$ cat src/rtl/dec_gpr_wb_ctl.sv
// GPR writeback controller: the ALU writes straight through, and FPU results drain in order from a FIFO
// when the ALU is idle. A busy scoreboard on FPU destinations drives the read-after-write stalls.
module dec_gpr_wb_ctl #(
    parameter int XLEN       = 32,
    parameter int FIFO_DEPTH = 4
) (
    input  logic                        clk,
    input  logic                        rst_l,
    input  logic                        alu_wb_valid,
    input  logic [4:0]                  alu_wb_rd,
    input  logic [XLEN-1:0]             alu_wb_data,
    input  logic                        fpu_wb_valid,
    output logic                        fpu_wb_ready,
    input  logic [4:0]                  fpu_wb_rd,
    input  logic [XLEN-1:0]             fpu_wb_data,
    input  logic                        fpu_issue_valid,
    input  logic [4:0]                  fpu_issue_rd,
    input  logic [4:0]                  raddr0,
    input  logic [4:0]                  raddr1,
    output logic                        stall0,
    output logic                        stall1,
    output logic                        wen0,
    output logic [4:0]                  waddr0,
    output logic [XLEN-1:0]             wd0,
    output logic [$clog2(FIFO_DEPTH):0] fifo_count
);
    localparam int PW = $clog2(FIFO_DEPTH);
    localparam int CW = PW + 1;

    logic [4:0]      fifo_rd_r   [FIFO_DEPTH];
    logic [XLEN-1:0] fifo_data_r [FIFO_DEPTH];
    logic [PW-1:0]   wr_ptr_r;
    logic [PW-1:0]   rd_ptr_r;
    logic [CW-1:0]   count_r;
    logic [31:0]     busy_r;
    logic            wen_r;
    logic            wb_is_fpu_r;
    logic [4:0]      waddr_r;
    logic [XLEN-1:0] wd_r;

    logic            push_s;
    logic            pop_s;
    logic            wen_s;
    logic            is_fpu_s;
    logic [4:0]      waddr_s;
    logic [XLEN-1:0] wd_s;
    logic [31:0]     set_s;
    logic [31:0]     clr_s;
    logic [31:0]     busy_s;

    // Ready depends only on occupancy, never on a same-cycle pop.
    assign fpu_wb_ready = ~rst_l & (count_r < CW'(FIFO_DEPTH));
    assign push_s       = fpu_wb_valid & fpu_wb_ready;
    assign pop_s        = (count_r != {CW{1'b0}}) & ~alu_wb_valid;

    assign stall0     = (raddr0 != 5'd0) & busy_r[raddr0];
    assign stall1     = (raddr1 != 5'd0) & busy_r[raddr1];
    assign wen0       = wen_r;
    assign waddr0     = waddr_r;
    assign wd0        = wd_r;
    assign fifo_count = count_r;

    // Select the next write-port source: the ALU wins, otherwise the FIFO head.
    always_comb begin
        wen_s    = 1'b0;
        waddr_s  = 5'd0;
        wd_s     = {XLEN{1'b0}};
        is_fpu_s = 1'b0;
        if (alu_wb_valid) begin
            wen_s    = (alu_wb_rd != 5'd0);
            waddr_s  = alu_wb_rd;
            wd_s     = alu_wb_data;
            is_fpu_s = 1'b0;
        end else if (pop_s) begin
            wen_s    = (fifo_rd_r[rd_ptr_r] != 5'd0);
            waddr_s  = fifo_rd_r[rd_ptr_r];
            wd_s     = fifo_data_r[rd_ptr_r];
            is_fpu_s = 1'b1;
        end else begin
            wen_s    = 1'b0;
            is_fpu_s = 1'b0;
        end
    end

    // Scoreboard update: an FPU write on the port clears its bit, and a new issue sets one (set wins).
    always_comb begin
        clr_s  = (wen_r & wb_is_fpu_r) ? (32'd1 << waddr_r) : 32'd0;
        set_s  = (fpu_issue_valid & (fpu_issue_rd != 5'd0)) ? (32'd1 << fpu_issue_rd) : 32'd0;
        busy_s = (busy_r & ~clr_s) | set_s;
    end

    // FIFO storage has no reset; validity is tracked only by the pointers and the count.
    always_ff @(posedge clk) begin
        if (push_s) begin
            fifo_rd_r[wr_ptr_r]   <= fpu_wb_rd;
            fifo_data_r[wr_ptr_r] <= fpu_wb_data;
        end
    end

    // Control state: the write-port registers, FIFO pointers and count, and the scoreboard.
    always_ff @(posedge clk) begin
        if (rst_l) begin
            wen_r       <= 1'b0;
            wb_is_fpu_r <= 1'b0;
            waddr_r     <= 5'd0;
            wd_r        <= {XLEN{1'b0}};
            wr_ptr_r    <= {PW{1'b0}};
            rd_ptr_r    <= {PW{1'b0}};
            count_r     <= {CW{1'b0}};
            busy_r      <= 32'd0;
        end else begin
            wen_r       <= wen_s;
            wb_is_fpu_r <= is_fpu_s;
            waddr_r     <= waddr_s;
            wd_r        <= wd_s;
            busy_r      <= busy_s;
            if (push_s) begin
                wr_ptr_r <= wr_ptr_r + PW'(1);
            end
            if (pop_s) begin
                rd_ptr_r <= rd_ptr_r + PW'(1);
            end
            case ({push_s, pop_s})
                2'b10:   count_r <= count_r + CW'(1);
                2'b01:   count_r <= count_r - CW'(1);
                default: count_r <= count_r;
            endcase
        end
    end
endmodule

$ cat config.mk
export PLATFORM = sky130hd
export DESIGN_NAME = dec_gpr_wb_ctl
export DESIGN_NICKNAME = d
export VERILOG_FILES = /design/src/rtl/dec_gpr_wb_ctl.sv
export SDC_FILE = /design/constraint.sdc
export NUM_CORES = 1
export LEC_CHECK = 0
export BUFFER_PORTS_ARGS = -buffer_cell sky130_fd_sc_hd__buf_2
export CAP_MARGIN = 20
export CORE_UTILIZATION = 35
export DETAILED_ROUTE_END_ITERATION = 16
export GPL_TIMING_DRIVEN = 0
export PLACE_DENSITY = 0.51
export RECOVER_POWER = 100
export SLEW_MARGIN = 0
export SYNTH_ARGS = -nofsm -noshare
export SYNTH_HDL_FRONTEND = slang
export SYNTH_SLANG_ARGS = --single-unit
$ cat constraint.sdc
create_clock -name clk -period 2.8 [get_ports clk]
set_input_delay 0.42 -clock clk [delete_from_list [all_inputs] [get_ports clk]]
set_output_delay 0.42 -clock clk [all_outputs]
set_load 0.02 [all_outputs]
Yosys cells after proc, flatten, opt, wreduce, memory -nomap -nowiden
Memories as Yosys holds them, arrays and structs flattened. A register that Yosys moved wholly into a read port is not among the register bits.
Index checks and enable logic that the tools add are counted.

operators by class
  magnitude comparators = 3
  bitwise operators = 12
  shift-type cells = 2
  reductions and logical operators = 8
  $add $sub $neg = 4
  eq/ne operators = 2
  multiplexer cells = 20

operators by type and width
  kind                  number
  $mux 32               4
  $shl 1x5->32 const A  2
  $and 32x32->32        1
  $not 32->32           1
  $or 32x32->32         1
  $reduce_bool 5->1     5
  $lt 5x6->1 const B    2
  $bmux 1 s5            2
  $mux 5                2
  $mux 2                4
  $and 1x1->1           7
  $mux 1                7
  $pmux 3 s2            1
  $add 2x1->2 const B   2
  $add 3x1->3 const B   1
  $lt 3x3->1 const B    1
  $reduce_bool 3->1     1
  $sub 3x1->3 const B   1
  $eq 2x1->1 const B    1
  $eq 2x2->1 const B    1
  $not 1->1             2
  $reduce_bool 2->1     1
  $reduce_or 2->1       1

storage, ports and cells
  input port bits = 94
  memories = 2
  RAM bits = 148
  register bits = 78
  word-level logic and storage cells = 61
  output and inout bits = 44

memories
  memory       words  bits a word  rd ports  clocked after Yosys merged registers in  write ports  line  source
  fifo_data_r  4      32           1         1                                        1            31    logic [XLEN-1:0] fifo_data_r [FIFO_DEPTH];
  fifo_rd_r    4      5            1         1                                        1            30    logic [4:0] fifo_rd_r [FIFO_DEPTH];

Logic depth before layout (Yosys ltp)
Gate-level depths: netlist (run 1).

  word-level depth = 5
  mapped depth = 10
  gate-level depth less buffers = 9

Worst setup path after synthesis (run 1)
OpenSTA, ideal clock, no wires.

  path kind = input -> register
  from = in rst_l
  to = mem fifo_data_r[0][0], enable pin
  slack = 0.403 ns
  stages on the path = 3
  library setup time = 0.398 ns
  data arrival time = 1.999 ns
  data required time = 2.402 ns
  buffers on the path = 1
  cells stage by stage = clkbuf_1 > nor2_1 > and3_1

on the way
  longest elaborated chain between the ends = 5

ends and longest elaborated chain
  element                       line  source
  from (decl)                   8     input logic rst_l,
  $not 1->1                     52    assign fpu_wb_ready = ~rst_l & (count_r < CW'(FIFO_DEPTH));
  $and 1x1->1                   52
  named net fpu_wb_ready        13    output logic fpu_wb_ready,
  $and 1x1->1                   53    assign push_s = fpu_wb_valid & fpu_wb_ready;
  $mux 1                        94    if (push_s) begin
  $mux 1 (implied by the code)  96    fifo_data_r[wr_ptr_r] <= fpu_wb_data;
  to (decl)                     31

The timed path passes the listed nets, and every way through them passes these cells.

Final worst setup path (run 1)
  from = reg busy_r[30]
  to = out stall1

on the way
  longest elaborated chain between the ends = 3

ends and longest elaborated chain
  element                       line  source
  from (decl)                   35    logic [31:0] busy_r;
  from (signal assigned)        116   busy_r <= busy_s;
  $bmux 1 s5                    57    assign stall1 = (raddr1 != 5'd0) & busy_r[raddr1];
  $mux 1 (implied by the code)  57
  $and 1x1->1                   57
  to (decl)                     21    output logic stall1,

No other way between the ends. The select of a mux whose other input is x is not followed.

==> impl_metrics.py, run 1 <==
metrics = {
    "status": {
        "status": "finished, final reports clean",
    },
    "sta": {
        "skew_ns": 0.01890,
        "finalCritPeriodShare_pct": 96.95,
        "fin_setup_tns_ns": 0,
        "slew_headroom_pct": 37.88,
        "worst-slew-pin-transition_ns": 0.9318,
        "max_clock_freq_mhz": 368.4,
        "maxSlewViolCount": 0,
        "setup_viol": 0,
        "final.min_clock_period_ns": 2.715,
        "hold_viol_final": 0,
        "rsz0062_at_grt": "false",
    },
    "setup_path": {
        "r2r_start": "fifo_count[2]$_SDFFE_PP0P_",
        "r2r-end": "fifo_data_r[1][8]$_DFFE_PP_",
        "cp.arrival_ns": 2.29,
        "cp_max_fo": 3,
        "crit_end": "stall1",
        "r2r_slack_ns": 0.43,
        "critPathCaptureType": "output pin",
        "ff2ff_path_depth": 3,
        "critical_path_class": "register to output pin",
        "critPathRequiredTime_ns": 2.38,
        "crit_path_start": "busy_r[30]$_SDFF_PP0_",
        "worstSetupStartpointType": "register",
    },
    "finish": {
        "areaGrowthSynthToFinish_pct": 21.44,
        "nets": 808,
        "drive_gt1_share_pct": 21.60,
        "fillers": 2284,
    },
    "clock_tree": {
        "cts_buffers": 25,
        "htreeDepth": 1,
        "clk_pin_slew_ns": 0.06,
        "hold_buffers": 0,
        "clock_latency_ns": 0.52,
        "ctsLongestPathBuffers": 3,
        "cts_root_buffer": "clkbuf_16",
        "tritoncts": "done",
        "cts_sinks": 227,
    },
    "route": {
        "firstDrtPassIters": 4,
        "drc": 0,
        "drt-total-wl_um": 20730,
        "num_vias": 5315,
        "drtIter0Drc": 296,
        "wl_per_cell_um": 19.71,
        "vias_per_cell": 5.052,
        "antenna_left": 0,
    },
    "die": {
        "rows": 57,
        "fp.dieW_um": 160.7,
        "start_util_pct": 35.92,
        "die_area_sq_mm": 0.02582,
        "ioPinCount": 138,
        "core-area_sq_mm": 0.02453,
        "die_h_um": 160.7,
    },
    "synth": {
        "syn_avg_cell_area_sq_um": 16.11,
        "ys_ff_latch": 227,
        "syn-num-nets": 647,
        "synthArstFlopShare_pct": 0,
        "synth_edf_count": 148,
        "yosysUniqueCellTypes": 32,
        "synth_ff_type": "edfxtp_1",
        "yosysTopAreaCell": "edfxtp_1",
        "synthDominantCellAreaShare_pct": 50.43,
        "syn_area_sq_mm": 0.008812,
        "synthCells": 547,
        "ys.warnings.count": 0,
        "ys_seq_area_share_pct": 68.38,
        "synth_area_leaders": "edfxtp_1 50%, dfxtp_1 18%, mux4_2 10%",
        "synthTopCellsByCount": "148 x edfxtp_1, 79 x dfxtp_1, 47 x nand2_1, 41 x mux4_2, 37 x a22o_1",
        "yosysMostFrequentCell": "edfxtp_1",
    },
    "power": {
        "p_leak_uw": 0.003638,
        "ir_drop_mv": 0.3925,
        "p_per_area_mw_per_mm2": 829.2,
        "power.total_uw": 8874,
    },
    "worst_hold_path": {
        "worstHoldStart": "alu_wb_data[23]",
        "hold_path_class": "input pin to register",
        "min_path_cells": 2,
    },
    "placed_design": {
        "hpwl_um": 14070,
        "portBuffers": 130,
        "gp_congestion": 0.8828,
    },
    "run": {
        "cap_violations": 0,
    },
    "global_routing": {
        "grt_pass1_wl_um": 31670,
        "antenna_found_initial": 1,
        "grt-ovfl-total": 0,
        "grt_pass1_vias": 5644,
        "grt_max_degree": 30,
        "grt_use_total_pct": 16.21,
    },
}
stage by stage:
stage	util (%)	area [sq um]	std cells	hold slack, ns	setup slack, ns
2_1_floorplan	-	8812	547	0.4571	0.4034
3_3_place_gp	40.22	9868	1001	0.4710	-0.2168
3_5_place_dp	40.57	9953	1005	0.4796	0.1926
4_1_cts	44.27	10860	1051	0.09088	0.04310
5_1_grt	43.61	10700	1051	0.09723	0.003090
6_report	43.62	10700	1052	0.1111	0.08538
layout make-up:
| type | instances | area (sq um) | share of cell area, % |
|---|---|---|---|
| diodes | 1 | 2.502 | 0.02338 |
| plain buffers | 30 | 145.1 | 1.356 |
| clock buffers | 32 | 734.5 | 6.863 |
| clock inverters | 14 | 173.9 | 1.625 |
| inverters | 6 | 22.52 | 0.2105 |
| multi-input cells | 284 | 2619 | 24.47 |
| flip-flops and latches | 227 | 6026 | 56.31 |
| well taps | 324 | 405.4 | 3.788 |
| repair buffers | 134 | 573.1 | 5.355 |
how the worst min path moves through the flow:
stage,to,slack [ns]
final,wd0[23]$_SDFF_PP0_,0.11
after global routing,wd0[21]$_SDFF_PP0_,0.1
after CTS,wd0[23]$_SDFF_PP0_,0.09
after detailed placement,busy_r[12]$_SDFF_PP0_,0.48
after global placement,busy_r[12]$_SDFF_PP0_,0.47
after floorplan,busy_r[13]$_SDFF_PP0_,0.46
layout by cell type (no fill, tap or decap), types with 2 or more instances in the layout:
master       n
and3b_1      4
nor3b_1      9
clkbuf_2     4
clkinv_2     7
ha_1         5
mux4_1       7
xor2_1       2
nor3_1       5
nor2b_1      4
nand3_1      4
mux4_2      44
a22o_1      37
clkbuf_1    99
nand2b_1     4
nor2_1      14
inv_1        6
and3_1       7
bufinv_16    4
a21oi_1     33
or4_1        3
buf_6        3
dfxtp_1     79
clkbuf_16   27
mux2i_1     10
mux2i_2      2
clkbuf_8     4
buf_2       57
edfxtp_1   148
xnor2_1      3
nand2_1     47
o21ai_0     34
registers in the layout, summed over array words and instances (netlist names), named ones only:
signal and cells:
busy_r 31, fifo_count 3, fifo_data_r 128, fifo_rd_r 20, rd_ptr_r 2, waddr0 5, wb_is_fpu_r 1, wd0 32
wen0 1, wr_ptr_r 2
critical path, cell delays in order, from the launching register on:
cell	delay, ns
dfxtp_1	0.32
mux4_2	0.48
mux2i_2	0.21
nor2_1	0.08
or4_4	0.51
buf_4	0.17
what timing repair did:
item	in CTS	in global routing
gates resized for setup	0	7
setup buffers	0	0
endpoints found under the setup margin	0	2
metal layers:
layer	up-vias	part of all wire [%]	wire length (um)	track usage, %
met5	-	0	0	0
met4	0	1.9	401	5.022
met3	34	7.5	1562	3.642
met2	174	50	10360	28.51
met1	2645	41	8410	19.74
li1	2462	-	-	-
cells by family (layout without fill, tap and decap cells):
group / Yosys count / in the layout / synth area share [%]
adder cells (fa/ha/maj): 6 / 6 / 0.9371
AO/OA/AOI/OAI: 105 / 105 / 7.568
multiplexers: 63 / 63 / 14.82
AND/OR/NAND/NOR: 105 / 105 / 5.892
buffers and inverters: 36 / 216 / 1.903
other: 0 / 1 / 0
flip-flops: 227 / 227 / 68.38
XOR/XNOR: 5 / 5 / 0.4970
where the power goes:
part / leakage (uW) / total [uW] / internal, uW / switching (uW)
sequential: 0.00199 / 3910 / 3810 / 105
combinational: 0.00119 / 1430 / 615 / 812
clock: 0.000457 / 3530 / 2220 / 1310
total: 0.00364 / 8870 / 6640 / 2230
No activity file was read; power rests on OpenSTA's default activity.
==> run 2, diff against run 1 <==
==> constraint.sdc (replaced) <==
create_clock -name clk -period 2.8 [get_ports clk]
set_input_delay 0.28 -clock clk [delete_from_list [all_inputs] [get_ports clk]]
set_output_delay 0.28 -clock clk [all_outputs]
set_load 0.02 [all_outputs]
==> run 2 against run 1 <==
  * Routed wire length increased by 2.5%
  * Core utilization increased by 2.9 points
  * Clock skew decreased by 0.0041 ns
  * Flip-flop and latch count unchanged
  * Worst setup slack improved by 0.096 ns
  * Sequential share of layout area decreased by 3.5 points
  * Non-clock buffer count increased by 71
  * Hold slack got worse by 0.087 ns
  * First-iteration DRC count increased by 5.7%
  * Combinational power increased by 6%
  * Largest cell class unchanged
  * Largest power group unchanged
==> impl_metrics.py, run 2 (synthesis results as in run 1) <==
metrics = {
    "status": {
        "status": "finished, final reports clean",
    },
    "sta": {
        "hold_viol_final": 0,
        "max_clock_freq_mhz": 382.0,
        "slew_headroom_pct": 35.55,
        "maxSlewViolCount": 0,
        "finalCritPeriodShare_pct": 93.50,
        "final.min_clock_period_ns": 2.618,
        "setup_viol": 0,
        "skew_ns": 0.01477,
        "setup_ws_ns": 0.1819,
        "worst-slew-pin-transition_ns": 0.9647,
        "rsz0062_at_grt": "false",
        "whs_ns": 0.02433,
    },
    "setup_path": {
        "cp_max_fo": 3,
        "cp.arrival_ns": 2.34,
        "critical_path_class": "register to output pin",
        "critPathRequiredTime_ns": 2.52,
        "worstSetupStartpointType": "register",
        "critPathCaptureType": "output pin",
    },
    "global_routing": {
        "grt_use_total_pct": 16.69,
        "grt.busiest_layer": "met2",
        "grt-ovfl-total": 0,
        "grt_pass1_vias": 6003,
        "antenna_found_initial": 0,
        "met3_usage_pct": 2.918,
        "met1_usage_pct": 20.23,
        "grt_pass1_wl_um": 32820,
        "grt_max_degree": 30,
        "met2_usage_pct": 30.09,
    },
    "clock_tree": {
        "tritoncts": "done",
        "clk_pin_slew_ns": 0.06,
        "cts_root_buffer": "clkbuf_16",
        "ctsResizeCount": 0,
        "htreeDepth": 1,
        "clock_latency_ns": 0.52,
        "cts_buffers": 25,
        "cts_sinks": 227,
        "ctsLongestPathBuffers": 3,
    },
    "placed_design": {
        "dpl-instance-area_sq_mm": 0.009953,
        "dp_cells": 1005,
        "hpwl_um": 14070,
        "portBuffers": 130,
        "gp_congestion": 0.8828,
        "pre_cts_slack_ns": 0.3701,
    },
    "finish": {
        "fin_cells": 1122,
        "antenna_cells": 0,
        "largest_register_ffs": 128,
        "postLayoutCellArea_sq_mm": 0.01141,
        "drive_gt1_share_pct": 19.05,
        "final_cell_mix": "148 x edfxtp_1, 98 x clkbuf_1, 79 x dfxtp_1",
        "areaGrowthSynthToFinish_pct": 29.46,
        "nets": 879,
        "top_register": "fifo_data_r",
        "final_common_cell": "edfxtp_1",
    },
    "worst_hold_path": {
        "hold_path_class": "input pin to register",
    },
    "die": {
        "fp.dieW_um": 160.7,
        "rows": 57,
        "die_area_sq_mm": 0.02582,
        "die_h_um": 160.7,
        "ioPinCount": 138,
        "core-area_sq_mm": 0.02453,
        "start_util_pct": 35.92,
    },
    "route": {
        "drtIter0Drc": 313,
        "drc": 0,
        "num_vias": 5614,
        "vias_per_cell": 5.004,
        "wl_per_cell_um": 18.94,
        "antenna_left": 0,
        "drt-total-wl_um": 21250,
        "firstDrtPassIters": 4,
    },
    "power": {
        "p_leak_uw": 0.003964,
        "power.total_uw": 8957,
        "p_per_area_mw_per_mm2": 785.1,
        "ir_drop_mv": 0.4093,
    },
    "run": {
        "cap_violations": 0,
    },
}
## run 2: changes by cell type in the layout (fill, tap and decap cells not counted), moves of 2 or more
cell,delta
dlygate4sd3_1,+71
mux4_2,-3
mux4_1,+3
clkbuf_2,+2
mux2i_2,-2
mux2i_1,+2
## run 2: through the flow
step / TNS (ns) / utilization (%)
2_1_floorplan: 0 / -
3_3_place_gp: -10.25 / 40.22
3_5_place_dp: 0 / 40.57
4_1_cts: 0 / 47.17
5_1_grt: 0 / 46.50
6_report: 0 / 46.50
## run 2: timing repair
item	CTS	global route
hold buffers	71	0
buffers inserted	0	0
endpoints found under the hold margin	183	0
## run 2: path summary, 6_finish.rpt
kind                            slack [ns]                   endpoint                       start  cells past startpoint
worst max-delay path                  0.18                     stall1       busy_r[22]$_SDFF_PP0_                      5
worst min-delay path                  0.02       waddr0[3]$_SDFF_PP0_                alu_wb_rd[3]                      2
worst max register to register        0.42  fifo_rd_r[3][3]$_DFFE_PP_  fifo_count[2]$_SDFFE_PP0P_                      3
worst min register to register        0.49      busy_r[12]$_SDFF_PP0_       busy_r[12]$_SDFF_PP0_                      2
## run 2: worst max-delay path, cell delays in order (launching register included)
cell and delay (ns):
dfxtp_1 0.33, mux4_1 0.49, mux2i_1 0.24, nor3b_1 0.09, or4_1 0.51, clkbuf_2 0.17
## run 2: routing by layer
layer / part of all wire, % / vias to the layer above
li1: - / 2608
met1: 42 / 2806
met2: 51 / 164
met3: 5.5 / 36
met4: 1.9 / 0
met5: 0 / -
## run 2: layout make-up
type | instances | area [sq um]
Fill cell | 2227 | 13130
Sequential cell | 227 | 6026
Multi-Input combinational cell | 284 | 2619
Timing Repair Buffer | 205 | 1282
Clock buffer | 32 | 734.5
Tap cell | 324 | 405.4
Clock inverter | 14 | 173.9
Buffer | 30 | 145.1
Inverter | 6 | 22.52
## run 2: where the power goes
group | switching [uW] | leakage, uW | total, uW | internal [uW]
clock | 1310 | 0.000457 | 3530 | 2220
combinational | 831 | 0.00152 | 1510 | 679
sequential | 104 | 0.00199 | 3910 | 3810
total | 2250 | 0.00396 | 8960 | 6710
